File: src/rtl/sound_pkg.sv
// sound_pkg: event and note codes, FSM states and melody ROM for the sound sequencer
package sound_pkg;
    localparam logic [2:0] EV_SELECT = 3'd1;
    localparam logic [2:0] EV_MOVE   = 3'd2;
    localparam logic [2:0] EV_CHECK  = 3'd3;
    localparam logic [2:0] EV_WIN    = 3'd4;
    localparam logic [2:0] EV_LOSE   = 3'd5;
    localparam logic [2:0] NT_1 = 3'd1;
    localparam logic [2:0] NT_2 = 3'd2;
    localparam logic [2:0] NT_3 = 3'd3;
    localparam logic [2:0] NT_4 = 3'd4;
    localparam logic [2:0] NT_5 = 3'd5;
    typedef enum logic [1:0] {S_IDLE, S_LOAD, S_PLAY, S_GAP} state_t;
    localparam logic [1:0] MEL_LAST [8] = '{2'd0, 2'd0, 2'd0, 2'd1, 2'd3, 2'd2, 2'd0, 2'd0};
    function automatic logic [2:0] melody_note(input logic [4:0] a);
        case (a)
            {EV_SELECT, 2'd0}: return NT_1;
            {EV_MOVE, 2'd0}:   return NT_2;
            {EV_CHECK, 2'd0}:  return NT_3;
            {EV_CHECK, 2'd1}:  return NT_3;
            {EV_WIN, 2'd0}:    return NT_3;
            {EV_WIN, 2'd1}:    return NT_2;
            {EV_WIN, 2'd2}:    return NT_1;
            {EV_WIN, 2'd3}:    return NT_4;
            {EV_LOSE, 2'd0}:   return NT_2;
            {EV_LOSE, 2'd1}:   return NT_3;
            {EV_LOSE, 2'd2}:   return NT_5;
            default:           return 3'd0;
        endcase
    endfunction
endpackage

File: src/rtl/sound_evt_fifo.sv
// sound_evt_fifo: small power-of-two event queue with synchronous flush
module sound_evt_fifo #(
    parameter int DEPTH = 4,
    parameter int W     = 3
) (
    input  logic         clk,
    input  logic         rstn,
    input  logic         push,
    input  logic         pop,
    input  logic         flush,
    input  logic [W-1:0] din,
    output logic         full,
    output logic         empty,
    output logic [W-1:0] dout
);
    localparam int AW = $clog2(DEPTH);
    logic [W-1:0] mem [DEPTH];
    logic [AW:0]  wp, rp;
    always_ff @(posedge clk or negedge rstn)
        if (!rstn) begin
            wp <= '0;
            rp <= '0;
        end else begin
            wp <= flush ? '0 : push ? wp + (AW+1)'(1) : wp;
            rp <= flush ? '0 : pop ? rp + (AW+1)'(1) : rp;
        end
    always_ff @(posedge clk)
        if (push) mem[wp[AW-1:0]] <= din;
    assign empty = wp == rp;
    assign full  = (wp[AW] != rp[AW]) && (wp[AW-1:0] == rp[AW-1:0]);
    assign dout  = mem[rp[AW-1:0]];
endmodule

File: src/rtl/sound_sequencer.sv
// sound_sequencer: queues game events and plays each event's melody as timed note strobes
module sound_sequencer
    import sound_pkg::*;
#(
    parameter int NOTE_GAP   = 12_000_000,
    parameter int FIFO_DEPTH = 4
) (
    input  logic       clk,
    input  logic       rstn,
    input  logic       ev_valid,
    input  logic [2:0] ev_type,
    input  logic       clear,
    input  logic       mute,
    output logic [2:0] sound_code,
    output logic       play_sound,
    output logic       busy,
    output logic [7:0] drop_cnt
);
    localparam int CW = $clog2(NOTE_GAP);
    state_t        state, state_n;
    logic [2:0]    ev_reg, dout;
    logic [1:0]    idx;
    logic [CW-1:0] cnt;
    logic          full, empty, legal, push, pop, drop, last;
    assign legal = ev_valid && ev_type != 3'd0 && ev_type <= EV_LOSE;
    assign push  = legal && !full && !clear;
    assign drop  = legal && full && !clear;
    assign pop   = state == S_IDLE && !empty && !clear;
    assign last  = idx == MEL_LAST[ev_reg];
    assign busy  = state != S_IDLE || !empty;
    sound_evt_fifo #(.DEPTH(FIFO_DEPTH), .W(3)) u_fifo (
        .clk   (clk),
        .rstn  (rstn),
        .push  (push),
        .pop   (pop),
        .flush (clear),
        .din   (ev_type),
        .full  (full),
        .empty (empty),
        .dout  (dout)
    );
    always_ff @(posedge clk or negedge rstn)
        if (!rstn) state <= S_IDLE;
        else state <= state_n;
    always_comb begin
        state_n = state;
        unique case (state)
            S_IDLE: state_n = empty ? S_IDLE : S_LOAD;
            S_LOAD: state_n = S_PLAY;
            S_PLAY: state_n = S_GAP;
            S_GAP:  state_n = cnt != '0 ? S_GAP : last ? S_IDLE : S_PLAY;
        endcase
        if (clear) state_n = S_IDLE;
    end
    // outputs are registered on the PLAY edge, so the strobe lands one cycle after PLAY is entered
    always_ff @(posedge clk or negedge rstn)
        if (!rstn) begin
            ev_reg     <= '0;
            idx        <= '0;
            cnt        <= '0;
            sound_code <= '0;
            play_sound <= 1'b0;
            drop_cnt   <= '0;
        end else begin
            ev_reg     <= pop ? dout : ev_reg;
            idx        <= state == S_LOAD ? 2'd0 : (state == S_GAP && cnt == '0 && !last) ? idx + 2'd1 : idx;
            cnt        <= state == S_PLAY ? CW'(NOTE_GAP - 1) : (state == S_GAP && cnt != '0) ? cnt - CW'(1) : cnt;
            sound_code <= (state == S_PLAY && !clear) ? melody_note({ev_reg, idx}) : sound_code;
            play_sound <= state == S_PLAY && !mute && !clear;
            drop_cnt   <= (drop && drop_cnt != 8'hFF) ? drop_cnt + 8'd1 : drop_cnt;
        end
endmodule

File: config.mk
export PLATFORM = sky130hd
export DESIGN_NAME = sound_sequencer
export DESIGN_NICKNAME = d
export VERILOG_FILES = /design/src/rtl/sound_pkg.sv /design/src/rtl/sound_evt_fifo.sv /design/src/rtl/sound_sequencer.sv
export SDC_FILE = /design/constraint.sdc
export NUM_CORES = 1
export LEC_CHECK = 0
export ABC_AREA = 1
export BUFFER_PORTS_ARGS = -buffer_cell sky130_fd_sc_hd__buf_2
export CORE_MARGIN = 5
export CORE_UTILIZATION = 25
export CTS_BUF_LIST = sky130_fd_sc_hd__clkbuf_8
export DETAILED_ROUTE_END_ITERATION = 6
export SYNTH_ARGS = -nofsm -noshare
export SYNTH_HDL_FRONTEND = slang
export SYNTH_SLANG_ARGS = --single-unit
File: constraint.sdc
create_clock -name clk -period 1.7 [get_ports clk]
set_clock_uncertainty 0.2 [all_clocks]
set_input_delay 0.17 -clock clk [delete_from_list [all_inputs] [get_ports clk]]
set_output_delay 0.17 -clock clk [all_outputs]
set_load 0.02 [all_outputs]
==> impl_results.md <==
- Setup TNS: -200.7 ps
- CTS Buf Count: 9
- Achievable Freq: 0.5575 GHz
- Critical Path Start: u_fifo.wp[2]$_DFFE_PN0P_
- Clk pin slew, worst setup/hold paths: 70 ps
- Critical hold path startpoint: ev_valid
- Root Driver: clkbuf_8
- Reg2reg start: cnt[0]$_DFFE_PN0P_
- Number of flip-flops under the largest register name: 24
- Max FO, Critical Path: 2
- Area grow syn2layout: 45.72%
- Final Setup Violations: 14
- Slowest stage cell, crit path: dfrtp_1
- Site Rows: 44
- Met3 Usage GRT: 2.824%
- Critical-path cell list: xnor2_2 > buf_4 > nand4_1 > buf_4
- DRC viols: 0
- Min-Delay Path Class: input port to flop
- Peak supply drop: 0.6319 mV
- Failing checks: setup timing
- Net count after synthesis: 480
- Critical path launch point type: flop
- CP most frequent cell: buf_4
- Synthesized area: 3612 um2
- Routability cong.: 0.8945
- Initial antenna violation count: 0
- Max-Cap Viols: 0
- Nets: 591
- Cells after synthesis: 462
- Total global routing overflow: 0
- Vias: 3438
- Status: finished with violations
- Worst-Skew Late Latency: 360 ps
- Slew HR: 70.35%
- Chip Height: 130.2 um
- H-tree levels: 3
- First-pass GRT wire length: 15190 um
- Distinct cells, synth: 37
- Met2 usage: 17.80%
- First-pass DRT Iterations: 4
- Worst slew pin tran: 444.7 ps
- CTS Buffer Depth: 2
- Flop pwr share: 30.3%
- GRT Overall Usage: 11.21%
- Unrepaired setup endpoints after global routing: yes
- Pleak: 2.545 nW
- Seq cells post-synth: 61
- Dominant synthesized flop cell: dfrtp_1
- Final WL: 9364 um
- Dpl cells: 728
- Antenna Cells: 0
- Sequential cell area fraction in the yosys report: 43.92%
- Final Hold Fails: 0
- Clock network fraction of total power: 19.2%
- Hold_ws: 90.81 ps
- Tot Pwr: 6.747 mW
- Part of the cycle the worst path needs: 105.5%
- I/O pin count: 21
- Final HPWL DP: 6659 um
- Cell Count, Final, Fillers Out: 762
- WL/cell: 12.29 um
- Core footprint: 14370 um2
- Proportion of layout cells with a drive suffix above 1: 40.31%
- GR Util met1: 14.44%
- Largest reg by FF count: cnt
- Port bufs: 20
- Final Critical Period: 1794 ps
- Clk sinks: 61
- Fin worst setup slack: -93.79 ps
- Via-to-Cell Ratio: 4.512
- CP endpoint kind: primary output
- TritonCTS clock tree: built
- Worst stage delay on the critical path: 410 ps
- Die extent in x: 130.2 um
- Synth async-reset ratio: 80.33%
- Most frequent cells in the layout: nand2_1, buf_4, nand3_1
- Combinational power share: 50.6%
- Psw: 2.843 mW
- WS Path Type: flop to primary output
- Sw Ratio: 42.14%
- Number of global-route vias before repair: 3328
- Avg Inst Size Synth: 7.819 um2
- Antenna Nets Post-Route: 0
- Critical Path RT: 1330 ps
- Gr busiest metal: met2
- Internal: 3.904 mW
- Warnings from Yosys: 0
- PD cells: 1282 nW/um2
- Slew Viols, Final: 0
- Most common cell after layout, fill and taps aside: nand2_1
- Die area: 16950 um2
- Largest net degree at the start of global routing: 34
- Initial DRC count: 139
- Arr. time, crit path: 1420 ps
- Initial Util: 25.14%
- EDFF count, synth: 12
==> cell families after synthesis <==
family	count (synthesis)	share of synthesized area [%]
xor+xnor	15	3.637
buf+inv	55	6.824
fa+ha+maj	10	3.464
compound gates	37	6.373
mux	3	0.8313
flops	61	43.92
simple gates	281	34.95
==> critical path, delay by kind of cell (launching register included) <==
kind / cells / cell delay, ps
AND/OR/NAND/NOR: 1 / 130
flip-flops: 1 / 410
buffers and inverters: 2 / 340
XOR/XNOR: 1 / 190
==> power by group through the flow <==
| stage | clock, mW | combinational (mW) | sequential [mW] |
|---|---|---|---|
| 2_1_floorplan | 0 | 1.67 | 2.08 |
| 3_3_place_gp | 0 | 2.62 | 2.02 |
| 3_5_place_dp | 0 | 2.66 | 2.03 |
| 4_1_cts | 1.34 | 2.73 | 2.00 |
| 5_1_grt | 1.40 | 3.73 | 2.08 |
| 6_report | 1.29 | 3.41 | 2.04 |
==> cell type report <==
class | instances | area, um2
Inverter | 46 | 185.2
Tap cell | 184 | 230.2
Sequential cell | 61 | 1594
Multi-Input combinational cell | 346 | 2208
Fill cell | 1404 | 9105
Clock inverter | 6 | 57.56
Clock buffer | 10 | 137.6
Timing Repair Buffer | 109 | 850.8
==> through the flow <==
stage                     instance area [um2]  utilization, %  setup WS (ps)
final                                    5264           36.63         -93.79
after global routing                     5264           36.63         -168.1
after CTS                                4798           33.39         -101.0
after detailed placement                 4511           31.39         -42.10
after global placement                   4511           31.39         -32.87
after floorplan                          3722               -         -25.19
==> synth_stat cells (all sizes together), types with 4 or more instances <==
| cell type | n | area, um2 |
|---|---|---|
| nand3 | 54 | 282.8 |
| o21ai | 23 | 133.9 |
| nand2 | 141 | 566.8 |
| ha | 10 | 125.1 |
| xor2 | 8 | 70.07 |
| inv | 46 | 175.2 |
| nor2 | 65 | 276.5 |
| buf | 6 | 60.06 |
| xnor2 | 7 | 61.31 |
| edfxtp | 12 | 360.4 |
| nand4 | 13 | 81.33 |
| nor3 | 4 | 20.02 |
| dfrtp | 49 | 1226 |
==> per-layer routing <==
layer | routed length, um | vias to the layer above
met5 | 0 | -
met4 | 205 | 0
met3 | 374 | 19
met2 | 4489 | 64
met1 | 4295 | 1625
li1 | - | 1730
==> final timing paths <==
check                      slack (ps)                   endpoint  depth (start not counted)
max in group asynchronous         740    drop_cnt[0]$_DFFE_PN0P_                          3
min in group asynchronous         130        cnt[15]$_DFFE_PN0P_                          3
setup / recovery                  -90                       busy                          4
hold / removal                     90   u_fifo.wp[1]$_DFFE_PN0P_                          7
hold reg to reg                   280  sound_code[2]$_DFFE_PN0P_                          2
setup reg to reg                  -20         cnt[6]$_DFFE_PN0P_                         10
==> repair_timing <==
item                                   in CTS  in global routing
endpoints found under the hold margin      65                  0
gates cloned                                0                  1
setup buffers                               1                 10
gates resized for setup                     8                103
hold buffers                                6                  0
pin swaps                                   1                 27
setup endpoints to repair                  23                 55
No activity file was read; power rests on OpenSTA's default activity.
